===== config.mk =====
export PLATFORM = sky130hd
export DESIGN_NAME = activation_unit_param
export DESIGN_NICKNAME = d
export VERILOG_FILES = /design/src/rtl/act_pkg.sv /design/src/rtl/act_hsig_core.sv /design/src/rtl/activation_unit_param.sv
export SDC_FILE = /design/constraint.sdc
export NUM_CORES = 1
export LEC_CHECK = 0
export BUFFER_PORTS_ARGS = -buffer_cell sky130_fd_sc_hd__buf_2
export CORE_MARGIN = 5
export CORE_UTILIZATION = 35
export CTS_CLUSTER_DIAMETER = 30
export DETAILED_ROUTE_END_ITERATION = 10
export GPL_TIMING_DRIVEN = 1
export HOLD_SLACK_MARGIN = 0.15
export MAX_ROUTING_LAYER = met4
export SYNTH_ARGS = -nofsm -noshare
export SYNTH_HDL_FRONTEND = slang
export SYNTH_SLANG_ARGS = --single-unit
export TNS_END_PERCENT = 20

===== constraint.sdc =====
create_clock -name clk -period 8.1 [get_ports clk]
set_clock_uncertainty 0.15 [all_clocks]
set_input_delay 1.62 -clock clk [delete_from_list [all_inputs] [get_ports clk]]
set_output_delay 1.62 -clock clk [all_outputs]
set_load 0.02 [all_outputs]

===== src/rtl/act_pkg.sv =====
// Shared types and constants for the activation unit: per-sample mode codes,
// the 1/6 reciprocal used by the hard-sigmoid scaling and a saturation helper.
package act_pkg;

    typedef enum logic [2:0] {
        BYPASS   = 3'd0,
        RELU     = 3'd1,
        RELU6    = 3'd2,
        HSIGMOID = 3'd3,
        HSWISH   = 3'd4
    } act_mode_e;

    // round(2^16 / 6); the scaled product is shifted back down by RECIP_SHIFT.
    localparam int RECIP6      = 10923;
    localparam int RECIP_SHIFT = 16;

    // Clamp a signed value to the signed range of a w-bit word.
    function automatic logic signed [63:0] sat_to_width(input logic signed [63:0] v,
                                                        input int w);
        logic signed [63:0] hi;
        logic signed [63:0] lo;
        hi = (64'sd1 <<< (w - 1)) - 64'sd1;
        lo = -(64'sd1 <<< (w - 1));
        if (v > hi) begin
            return hi;
        end else if (v < lo) begin
            return lo;
        end
        return v;
    endfunction

    // Unassigned codes 5-7 fall back to a plain pass-through.
    function automatic act_mode_e decode_mode(input logic [2:0] code);
        act_mode_e m;
        case (code)
            3'd1:    m = RELU;
            3'd2:    m = RELU6;
            3'd3:    m = HSIGMOID;
            3'd4:    m = HSWISH;
            default: m = BYPASS;
        endcase
        return m;
    endfunction

endpackage


===== src/rtl/act_hsig_core.sv =====
// Three-register arithmetic datapath: clip(x+3) in S1, x*c or c in S2,
// 1/6 scaling or ReLU/ReLU6/bypass selection plus saturation in S3.
module act_hsig_core
    import act_pkg::*;
#(
    parameter int DATA_WIDTH = 16,
    parameter int FRAC_BITS  = 8
) (
    input  logic                  clk,
    input  logic                  rst,
    input  logic                  ld1,
    input  logic                  ld2,
    input  logic                  ld3,
    input  logic [DATA_WIDTH-1:0] in_data,
    input  act_mode_e             mode_s1,
    input  act_mode_e             mode_s2,
    output logic [DATA_WIDTH-1:0] y_out
);

    localparam int DW = DATA_WIDTH;
    localparam int PW = 2 * DW;
    // Scaling width must stay within the 64-bit saturation helper (DATA_WIDTH <= 23).
    localparam int SW = PW + RECIP_SHIFT + 2;

    localparam logic signed [DW:0]   THREE_E  = (DW + 1)'(3 << FRAC_BITS);
    localparam logic signed [DW:0]   SIX_E    = (DW + 1)'(6 << FRAC_BITS);
    localparam logic signed [SW-1:0] SIX_S    = SW'(6 << FRAC_BITS);
    localparam logic signed [SW-1:0] RECIP_S  = SW'(RECIP6);

    logic signed [DW-1:0] x1_q, x1_d;
    logic signed [DW-1:0] c1_q, c1_d;
    logic signed [PW-1:0] p2_q, p2_d;
    logic signed [DW-1:0] y3_q, y3_d;

    logic signed [DW:0]   sum1;
    logic signed [PW-1:0] x_w;
    logic signed [PW-1:0] c_w;
    logic signed [PW-1:0] prod;
    logic signed [SW-1:0] p_s;
    logic signed [SW-1:0] scaled;
    logic signed [SW-1:0] y_pre;
    logic signed [63:0]   y_sat;

    always_comb begin
        x1_d = x1_q;
        c1_d = c1_q;
        sum1 = $signed({in_data[DW-1], in_data}) + THREE_E;
        if (ld1) begin
            x1_d = $signed(in_data);
            if (sum1[DW]) begin
                c1_d = '0;
            end else if (sum1 > SIX_E) begin
                c1_d = SIX_E[DW-1:0];
            end else begin
                c1_d = sum1[DW-1:0];
            end
        end
    end

    always_comb begin
        p2_d = p2_q;
        x_w  = PW'(x1_q);
        c_w  = PW'(c1_q);
        prod = x_w * c_w;
        if (ld2) begin
            case (mode_s1)
                HSWISH:   p2_d = prod >>> FRAC_BITS;
                HSIGMOID: p2_d = c_w;
                default:  p2_d = x_w;
            endcase
        end
    end

    always_comb begin
        y3_d   = y3_q;
        p_s    = SW'(p2_q);
        scaled = (p_s * RECIP_S) >>> RECIP_SHIFT;
        case (mode_s2)
            HSWISH, HSIGMOID: y_pre = scaled;
            RELU:             y_pre = p_s[SW-1] ? '0 : p_s;
            RELU6: begin
                if (p_s[SW-1]) begin
                    y_pre = '0;
                end else if (p_s > SIX_S) begin
                    y_pre = SIX_S;
                end else begin
                    y_pre = p_s;
                end
            end
            default:          y_pre = p_s;
        endcase
        y_sat = sat_to_width(64'(y_pre), DW);
        if (ld3) begin
            y3_d = y_sat[DW-1:0];
        end
    end

    always_ff @(posedge clk) begin
        if (rst) begin
            x1_q <= '0;
            c1_q <= '0;
            p2_q <= '0;
            y3_q <= '0;
        end else begin
            x1_q <= x1_d;
            c1_q <= c1_d;
            p2_q <= p2_d;
            y3_q <= y3_d;
        end
    end

    assign y_out = y3_q;

endmodule


===== src/rtl/activation_unit_param.sv =====
// Pipelined multi-mode activation unit: owns the stage valids, global stall,
// per-sample mode pipe and output channel counter around act_hsig_core.
module activation_unit_param
    import act_pkg::*;
#(
    parameter int DATA_WIDTH   = 16,
    parameter int FRAC_BITS    = 8,
    parameter int NUM_CHANNELS = 16
) (
    input  logic                            clk,
    input  logic                            rst,
    input  logic [2:0]                      cfg_mode,
    input  logic [DATA_WIDTH-1:0]           in_data,
    input  logic                            in_valid,
    output logic                            in_ready,
    output logic [DATA_WIDTH-1:0]           out_data,
    output logic                            out_valid,
    input  logic                            out_ready,
    output logic [$clog2(NUM_CHANNELS)-1:0] out_ch,
    output logic                            out_last
);

    localparam int CH_W = $clog2(NUM_CHANNELS);

    // Handshake: a beat moves when valid && ready on the same edge; a held
    // output (valid && !ready) freezes every stage, so in_ready is simply !stall.
    logic            v1_q, v1_d;
    logic            v2_q, v2_d;
    logic            v3_q, v3_d;
    act_mode_e       mode1_q, mode1_d;
    act_mode_e       mode2_q, mode2_d;
    logic [CH_W-1:0] ch_q, ch_d;

    logic stall;
    logic adv;
    logic ld1;
    logic ld2;
    logic ld3;

    assign stall    = v3_q && !out_ready;
    assign adv      = !stall;
    assign in_ready = adv;
    assign ld1      = adv && in_valid;
    assign ld2      = adv && v1_q;
    assign ld3      = adv && v2_q;

    always_comb begin
        v1_d    = v1_q;
        v2_d    = v2_q;
        v3_d    = v3_q;
        mode1_d = mode1_q;
        mode2_d = mode2_q;
        ch_d    = ch_q;
        if (adv) begin
            v1_d = in_valid;
            v2_d = v1_q;
            v3_d = v2_q;
            if (in_valid) begin
                mode1_d = decode_mode(cfg_mode);
            end
            if (v1_q) begin
                mode2_d = mode1_q;
            end
        end
        if (v3_q && out_ready) begin
            ch_d = (ch_q == CH_W'(NUM_CHANNELS - 1)) ? '0 : ch_q + 1'b1;
        end
    end

    always_ff @(posedge clk) begin
        if (rst) begin
            v1_q    <= 1'b0;
            v2_q    <= 1'b0;
            v3_q    <= 1'b0;
            mode1_q <= BYPASS;
            mode2_q <= BYPASS;
            ch_q    <= '0;
        end else begin
            v1_q    <= v1_d;
            v2_q    <= v2_d;
            v3_q    <= v3_d;
            mode1_q <= mode1_d;
            mode2_q <= mode2_d;
            ch_q    <= ch_d;
        end
    end

    act_hsig_core #(
        .DATA_WIDTH(DATA_WIDTH),
        .FRAC_BITS (FRAC_BITS)
    ) u_core (
        .clk    (clk),
        .rst    (rst),
        .ld1    (ld1),
        .ld2    (ld2),
        .ld3    (ld3),
        .in_data(in_data),
        .mode_s1(mode1_q),
        .mode_s2(mode2_q),
        .y_out  (out_data)
    );

    assign out_valid = v3_q;
    assign out_ch    = ch_q;
    assign out_last  = (ch_q == CH_W'(NUM_CHANNELS - 1));

endmodule


==> results of run 1 <==
-- path summary, 6_finish.rpt --
| kind | endpoint | cells past startpoint |
|---|---|---|
| setup / recovery | u_core.p2_q[30] | 21 |
| hold / removal | v1_q | 2 |
| setup reg to reg | u_core.p2_q[30] | 21 |
| hold reg to reg | v1_q | 2 |
-- per-stage QoR --
step	total power, mW	instances
global route	3.340	3185
CTS	3.035	3185
floorplan	2.144	2409
finish	3.027	3185
detailed placement	2.580	3169
global placement	2.578	3169
-- state kept, by name (all words and copies together), names as in the netlist --
signal        count
u_core.p2_q      24
u_core.c1_q      16
u_core.x1_q      16
u_core.y_out     16
out_ch            4
mode1_q           3
mode2_q           3
out_valid         1
v1_q              1
v2_q              1
-- cell families after synthesis --
logic type	after synthesis	share of synthesized area, %
buffers and inverters	666	12.10
adders and majority gates	657	52.71
and+or+nand+nor	623	14.20
AOI/OAI and AO/OA	328	10.92
DFF	85	7.981
xor gates and xnor gates	44	1.808
muxes	6	0.2876
-- report_power, final --
group	switching [mW]	leakage [nW]	total, mW	internal [mW]
Combinational	1.33	10.8	2.10	0.771
Clock	0.219	0.146	0.439	0.220
Sequential	0.0506	0.695	0.490	0.440
-- metal layers --
| layer | track usage [%] | vias up | routed length [um] |
|---|---|---|---|
| met4 | 2.953 | 0 | 859 |
| met5 | - | - | 0 |
| met3 | 2.342 | 57 | 2595 |
| met1 | 24.78 | 8081 | 26760 |
| met2 | 28.52 | 391 | 26460 |
| li1 | - | 7524 | - |
-- layout by cell type, fill, tap and decap left out, types with 8 or more instances in the layout --
cell	Yosys	final
a21o_1	18	18
inv_1	562	562
a21oi_1	105	105
a211oi_1	11	11
xor2_1	11	11
a221oi_1	28	28
nor2_1	91	91
nand3_1	22	22
xnor2_1	33	33
nor3_1	28	28
and3_1	8	8
o41ai_2	10	10
o21ai_0	40	40
nand2b_1	22	22
nand4_1	15	15
o41ai_1	8	8
and2_1	107	107
o21bai_1	10	10
buf_4	3	38
ha_1	255	255
buf_2	3	44
fa_1	402	402
clkbuf_16	0	9
dfxtp_1	85	85
or3_1	9	9
a22oi_1	21	21
nand2_1	272	272
-- tightest hold or removal path, cell delays in order, from the launching register on --
cell,delay [ns]
dfxtp_1,0.33
nand2_1,0.06
a21oi_1,0.05
-- cell type report --
| class | instances | area [um2] | share of cell area [%] |
|---|---|---|---|
| clock buffer | 9 | 225.2 | 0.9946 |
| clock inverter | 7 | 77.57 | 0.3426 |
| inverter | 562 | 2110 | 9.316 |
| multi-input combinational | 1658 | 17050 | 75.28 |
| sequential | 85 | 1702 | 7.515 |
| tap | 782 | 978.4 | 4.321 |
| timing repair buffer | 82 | 505.5 | 2.232 |
==> impl.org, run 1 <==
** Synthesis
- Cell type with the largest total area after synthesis :: fa_1
- Post-synth EDFFs :: 0
- Number of warnings reported in the yosys synthesis log :: 0
- Mean cell area of the mapped netlist :: 8.850 um2
- Most numerous cell in the Yosys netlist :: inv_1
- Yosys mapped the design onto 84 distinct sky130hd cell types.
- Top post-synthesis cells by area :: fa_1 (38%), ha_1 (15%), inv_1 (9.9%)
- Number of standard cells after synthesis :: 2409
- Prevailing post-synth register cell :: dfxtp_1
- Commonest cells post-synth :: inv_1 (562), fa_1 (402), nand2_1 (272)
- The number of nets in the synthesized netlist is 3089.
- In this run the cell area of the synthesized design comes to 21320 um2.
- The synthesized design contains 85 register bits.
- Of all flip-flops after synthesis, the portion carrying an async set or reset was 0%.
- After synthesis, flip-flops and latches occupy 7.981% of the total area.
- Of the post-synthesis cell area, the dominant cell type holds 37.75%.

** Critical path
- Register-to-register setup slack :: 0.70 ns
- The critical path in this run is classified as reg2reg.
- STA puts the critical path data arrival time at 7.52 ns.
- On the worst path, the slowest cell contributes a delay of 0.90 ns.
- Worst path most repeated cell :: fa_1
- For the worst setup path, the data required time is 8.22 ns.
- Slowest stage cell, crit path :: dfxtp_1
- Crit-path cells :: nand2_1, fa_1, inv_1, fa_1, fa_1, fa_1, inv_1, fa_1, inv_1, fa_1, ha_1, a21o_1, a21oi_1, o21ai_0, o41ai_1, o21a_1, nand2_1, a211oi_1, o41ai_1, nor3b_1, a211o_1
- The number of buffers and inverters on the critical path is 3.
- The startpoint identified for the worst register-to-register timing path is u_core.x1_q[9].
- The critical path starts at u_core.x1_q[9].
- Maximum fanout count along the critical path :: 18
- Broken down by cell family, the worst path's largest delay share belongs to adder cells.
- STA classifies the critical path startpoint as a flip-flop.
- CP Capture Type :: flip-flop

** Timing
- At the pin with the least slew margin, the transition time is 1.181 ns.
- Derived from the worst setup path, the maximum achievable clock frequency is 0.1352 GHz.
- Max-slew violations :: 0
- Final worst hold slack :: 0.3280 ns
- Setup ws final :: 0.7047 ns
- For the final routed database, the setup TNS stands at 0 ns.
- Worst slew margin relative to its limit :: 21.25%
- Minimum clock period :: 7.395 ns
- Setup repair after global routing left no endpoint under its margin.
- Setup violations remaining at the end of the flow were counted as 0.
- In the finished design, the share of the clock period the worst path needs comes to 91.30%.
- The count of final hold-check violations was 0.

** Job
- Maximum capacitance violations :: 0

** Place
- Port buffering added 45 buffers.
- Total half-perimeter wirelength after legalization and detailed placement :: 47010 um
- Placed inst area :: 22340 um2
- At the end of routability-driven placement, the weighted congestion stood at 0.9089.
- Before CTS, the worst setup slack after placement is 0.6641 ns.

** Detailed routing
- For this run, the detailed router's first-pass iteration total came to 5.
- Total DRC errors in the routed layout :: 0
- Post-detailed-routing wire length :: 56670 um
- Violation count after the first detailed-routing iteration :: 1018
- DR vias :: 16053
- Dividing the detail-routed via count by the number of cells gives 5.040.
- In the final routed layout, each cell accounts on average for 17.79 um.
- Once detail routing completed, the nets flagged for antenna violations numbered 0.

** Floorplanning
- Number of primary I/O pins :: 46
- Die outline area :: 65950 um2
- The total area inside the core boundary comes to 60360 um2.
- The die is 256.8 um wide.
- Std cell rows :: 90
- Die H :: 256.8 um
- Initial core utilization :: 35.32%

** Global route
- Wire length of the first global-routing pass :: 92690 um
- The via count of the first global-routing pass came to 17124.
- Summed over all layers, the global routing overflow is 0.
- Maximum number of pins on one net before global-route repair :: 98
- The number of antenna violations at the first check in global routing came to 0.
- Overall fraction of global-route tracks in use :: 17.81%

** Clock tree
- Number of hold buffers added after cts :: 0
- The number of clock buffers added by TritonCTS is 9.
- Buffer depth of the longest clock path :: 2
- Maximum level of the CTS H-tree :: 3
- TritonCTS built the clock tree.
- The cell sitting at the root of the clock tree is a clkbuf_16.
- In this run the post-CTS setup repair buffer count came out at 0.
- The clock reaches the later pin of the worst-skew pair after 0.39 ns.
- The tree built by TritonCTS fans out to 85 sinks.
- Gates resized during post-CTS repair numbered 0.
- CTS clk-pin slew, worst paths :: 0.08 ns

** Pwr
- In this run the power density over the cells is 133.7 nW/um2.
- For this design the static power due to leakage is 11.67 nW.
- Worst ir drop on vdd :: 0.1062 mV

** Finish
- Fin nets :: 3078
- Fraction of final layout cells sized beyond drive strength 1 :: 5.909%
- Layout-stage area growth over the synthesis result :: 6.209%
- Post-route cell area :: 22640 um2
- Measured on the finished design, the core utilization comes to 37.52%.
- Fillers :: 6160
- Antenna diode count :: 0

** Run status
- Outcome :: finished, final reports clean

** Worst hold path
- The worst hold path belongs to the class reg2reg.
- The worst hold path begins at v1_q.
Power figures use the tool's default switching activity.
==> inputs of run 2 (changes only) <==
--- a/config.mk
+++ b/config.mk
@@ -7,12 +7,14 @@
 export LEC_CHECK = 0
 export BUFFER_PORTS_ARGS = -buffer_cell sky130_fd_sc_hd__buf_2
 export CORE_MARGIN = 5
-export CORE_UTILIZATION = 35
+export CORE_UTILIZATION = 50
+export CTS_BUF_LIST = sky130_fd_sc_hd__clkbuf_8
 export CTS_CLUSTER_DIAMETER = 30
 export DETAILED_ROUTE_END_ITERATION = 10
 export GPL_TIMING_DRIVEN = 1
 export HOLD_SLACK_MARGIN = 0.15
 export MAX_ROUTING_LAYER = met4
+export PLACE_DENSITY = 0.66
 export SYNTH_ARGS = -nofsm -noshare
 export SYNTH_HDL_FRONTEND = slang
 export SYNTH_SLANG_ARGS = --single-unit
==> impl.org, run 2 (synthesis gave the netlist of run 1 again) <==
** Run status
- Outcome: finished, final reports clean (unchanged).

** Pwr
- The switching power is 1.558 mW (was 1.597 mW).
- Switching part of the total :: 53.88% (was 52.75%)
- The ratio of total power to cell area came to 129.8 nW/um2 (was 133.7 nW/um2).
- The clock group share of total power was 11.2% (was 14.5%).
- The combinational fraction of design power came to 71.9% (was 69.3%).
- Worst ir drop on vdd :: 0.1503 mV (was 0.1062 mV)
- The reported leakage power came to 11.66 nW (was 11.67 nW).
- The share of total power in sequential cells came to 16.8% (was 16.2%).
- Int Power :: 1.334 mW (was 1.430 mW)

** Floorplanning
- The effective utilization at floorplan is 50.71% (was 35.32%).
- Die outline area :: 46870 um2 (was 65950 um2)
- The x dimension of the die came to 216.5 um (was 256.8 um).
- The number of ports placed on the die boundary came to 46 (unchanged).
- The standard cell core area was 42040 um2 (was 60360 um2).
- Die H :: 216.5 um (was 256.8 um)
- Std cell rows :: 75 (was 90)

** Timing
- The fmax was 0.1350 GHz (was 0.1352 GHz).
- The transition time of the tightest slew-check pin was 1.194 ns (was 1.181 ns).
- Unrepaired setup endpoints after global routing: no (unchanged).
- Setup ws final :: 0.6929 ns (was 0.7047 ns)
- The share of the clock period used by the worst path was 91.45% (was 91.30%).
- Accumulated negative setup slack :: 0 ns (unchanged)
- The post-route worst hold slack is 0.3244 ns (was 0.3280 ns).
- Minimum clock period :: 7.407 ns (was 7.395 ns)
- The relative slew slack came to 20.23% (was 21.25%).
- The max-slew violation count was 0 (unchanged).
- The count of final hold-check violations is 0 (unchanged).
- Final count of negative-setup-slack endpoints :: 0 (unchanged)

** Detailed routing
- Post-detailed-routing wire length :: 54700 um (was 56670 um)
- The DRC violation total after the first TritonRoute iteration was 952 (was 1018).
- The detailed-routed wire length on met3 came to 2670 um (was 2595 um).
- First-pass iteration count of the detailed router :: 6 (was 5)
- The number of nets with antenna violations after routing came to 0 (unchanged).
- The average wire length per cell after detail routing is 18.55 um (was 17.79 um).
- The met2 wire length came to 26760 um (was 26460 um).
- Top Metal Used :: met4 (unchanged)
- Drt via density :: 5.464 (was 5.040)
- Detailed-route wire length on metal 1 :: 24110 um (was 26760 um)
- DR vias :: 16107 (was 16053)
- Total DRC errors in the routed layout :: 0 (unchanged)

** Critical path
- The setup slack on the worst flop-to-flop path was 0.69 ns (was 0.70 ns).
- CP required :: 8.31 ns (was 8.22 ns)
- The reg-to-reg critical path startpoint is u_core.x1_q[7] (was u_core.x1_q[9]).
- Endpoint of the lowest-slack register-to-register path :: u_core.p2_q[14] (was u_core.p2_q[30])
- Cells on worst reg2reg path :: 21 (unchanged)
- Startpoint kind of the worst setup timing path :: flip-flop (unchanged)
- Maximum fanout count along the critical path :: 18 (unchanged)
- CP Capture Type :: flip-flop (unchanged)
- The endpoint arrival time on the critical path was 7.62 ns (was 7.52 ns).
- The kind of critical path is reg2reg (unchanged).

** Place
- The worst-case setup slack after placement was 0.7237 ns (was 0.6641 ns).
- Quantity of I/O buffers inserted on ports :: 45 (unchanged)
- Routability Congestion :: 0.9315 (was 0.9089)
- The post-DP HPWL came to 45970 um (was 47010 um).

** Global route
- Maximum number of pins on one net before global-route repair :: 55 (was 98)
- The total global routing overflow is 0 (unchanged).
- The first-pass GRT wire length came to 90660 um (was 92690 um).
- The via count of the first global-routing pass was 17148 (was 17124).
- The overall routing resource usage is 24.78% (was 17.81%).
- The number of antenna violations at the first check in global routing is 0 (unchanged).

** Finish
- Register name with the most flops :: u_core.p2_q (unchanged)
- Fin nets :: 3084 (was 3078)
- The most frequent standard cell in the layout excluding fill and tap cells was inv_1 (unchanged).
- Most used cells in the layout excluding fill and tap cells :: inv_1 (562), fa_1 (402), nand2_1 (272) (unchanged)
- Antenna diode count :: 0 (unchanged)
- The fraction of final layout cells sized beyond drive strength 1 was 6.102% (was 5.909%).
- The number of flip-flops in the largest register came to 24 (unchanged).
- The synthesis-to-layout area growth was 4.489% (was 6.209%).

** Clock tree
- The source-to-sink clock delay at the later pin of the worst-skew pair came to 0.45 ns (was 0.39 ns).
- The buffer levels on the longest clock path came to 2 (unchanged).
- Root buffer selected by CTS :: clkbuf_8 (was clkbuf_16)
- Clock tree from TritonCTS :: built (unchanged)
- The clock slew seen by the registers of the worst setup and hold paths was 0.12 ns (was 0.08 ns).
- The hold buffer count at CTS is 0 (unchanged).
- The number of buffers added by the clock tree synthesis step is 9 (unchanged).
- The count of clock tree sinks is 85 (unchanged).
- Maximum level of the CTS H-tree :: 3 (unchanged)
- The total setup buffers inserted after CTS is 0 (unchanged).
- Resized cells post-CTS :: 0 (unchanged)

** Worst hold path
- The worst hold endpoint is v2_q (was v1_q).
- The worst hold path depth is 2 (unchanged).
- The launch point of the worst hold path was v2_q (was v1_q).
- Type of the worst min-delay path :: reg2reg (unchanged)

** Job
- The number of max-cap violations is 0 (unchanged).
[run 2: changes by cell type in the layout (fill, tap and decap cells not counted), sizes merged]
cell / previous run / this run
buf: 82 / 88
[run 2: metal layers]
metal | GRT usage (%) | vias up
met3 | 3.126 | 68
li1 | - | 7539
met2 | 41.32 | 398
met1 | 32.61 | 8102
met5 | - | -
met4 | 5.978 | 0
[run 2: per-stage QoR]
| stage | instance area, um2 | total power, mW | instances | utilization (%) |
|---|---|---|---|---|
| floorplan | 21320 | 2.144 | 2409 | - |
| global placement | 22080 | 2.550 | 2932 | 52.51 |
| detailed placement | 22080 | 2.568 | 2932 | 52.51 |
| CTS | 22280 | 2.910 | 2948 | 52.99 |
| global route | 22280 | 3.217 | 2948 | 52.99 |
| finish | 22280 | 2.892 | 2948 | 52.99 |
[run 2: final cells by class]
cell class              instances  area, um2
fillers                      3962      19760
multi-input cells            1658      17040
inverters                     562       2110
flip-flops and latches         85       1702
well taps                     539      674.4
repair buffers                 88      550.5
clock buffers                   9      123.9
clock inverters                 7      77.57
[run 2: critical path, cell delays in order (launching register included)]
cell	delay, ns
dfxtp_1	0.85
nand2_1	0.19
fa_1	0.55
inv_1	0.05
fa_1	0.59
fa_1	0.45
fa_1	0.49
inv_1	0.05
fa_1	0.53
inv_1	0.05
fa_1	0.47
ha_1	0.34
a21o_1	0.19
a21oi_1	0.20
o21ai_0	0.16
o41ai_1	0.54
a21boi_1	0.31
o21bai_1	0.15
a2111oi_0	0.48
or3_1	0.17
nand3_1	0.07
a221oi_1	0.26
[run 2: worst max-delay path by stage]
stage	startpoint	endpoint	slack (ns)	cells past startpoint
global placement	u_core.x1_q[15]	u_core.p2_q[30]	0.81	19
finish	u_core.x1_q[7]	u_core.p2_q[14]	0.69	21
CTS	u_core.x1_q[15]	u_core.p2_q[19]	0.74	19
detailed placement	u_core.x1_q[15]	u_core.p2_q[30]	0.72	19
floorplan	u_core.p2_q[30]	u_core.y_out[10]	1.0	25
global route	u_core.x1_q[15]	u_core.p2_q[19]	0.32	19
[run 2: power by group through the flow]
stage,Sequential [mW],Combinational [mW],Clock [mW]
detailed placement,0.496,2.07,0
finish,0.487,2.08,0.325
CTS,0.486,2.08,0.340
floorplan,0.480,1.66,0
global placement,0.495,2.05,0
global route,0.490,2.38,0.351
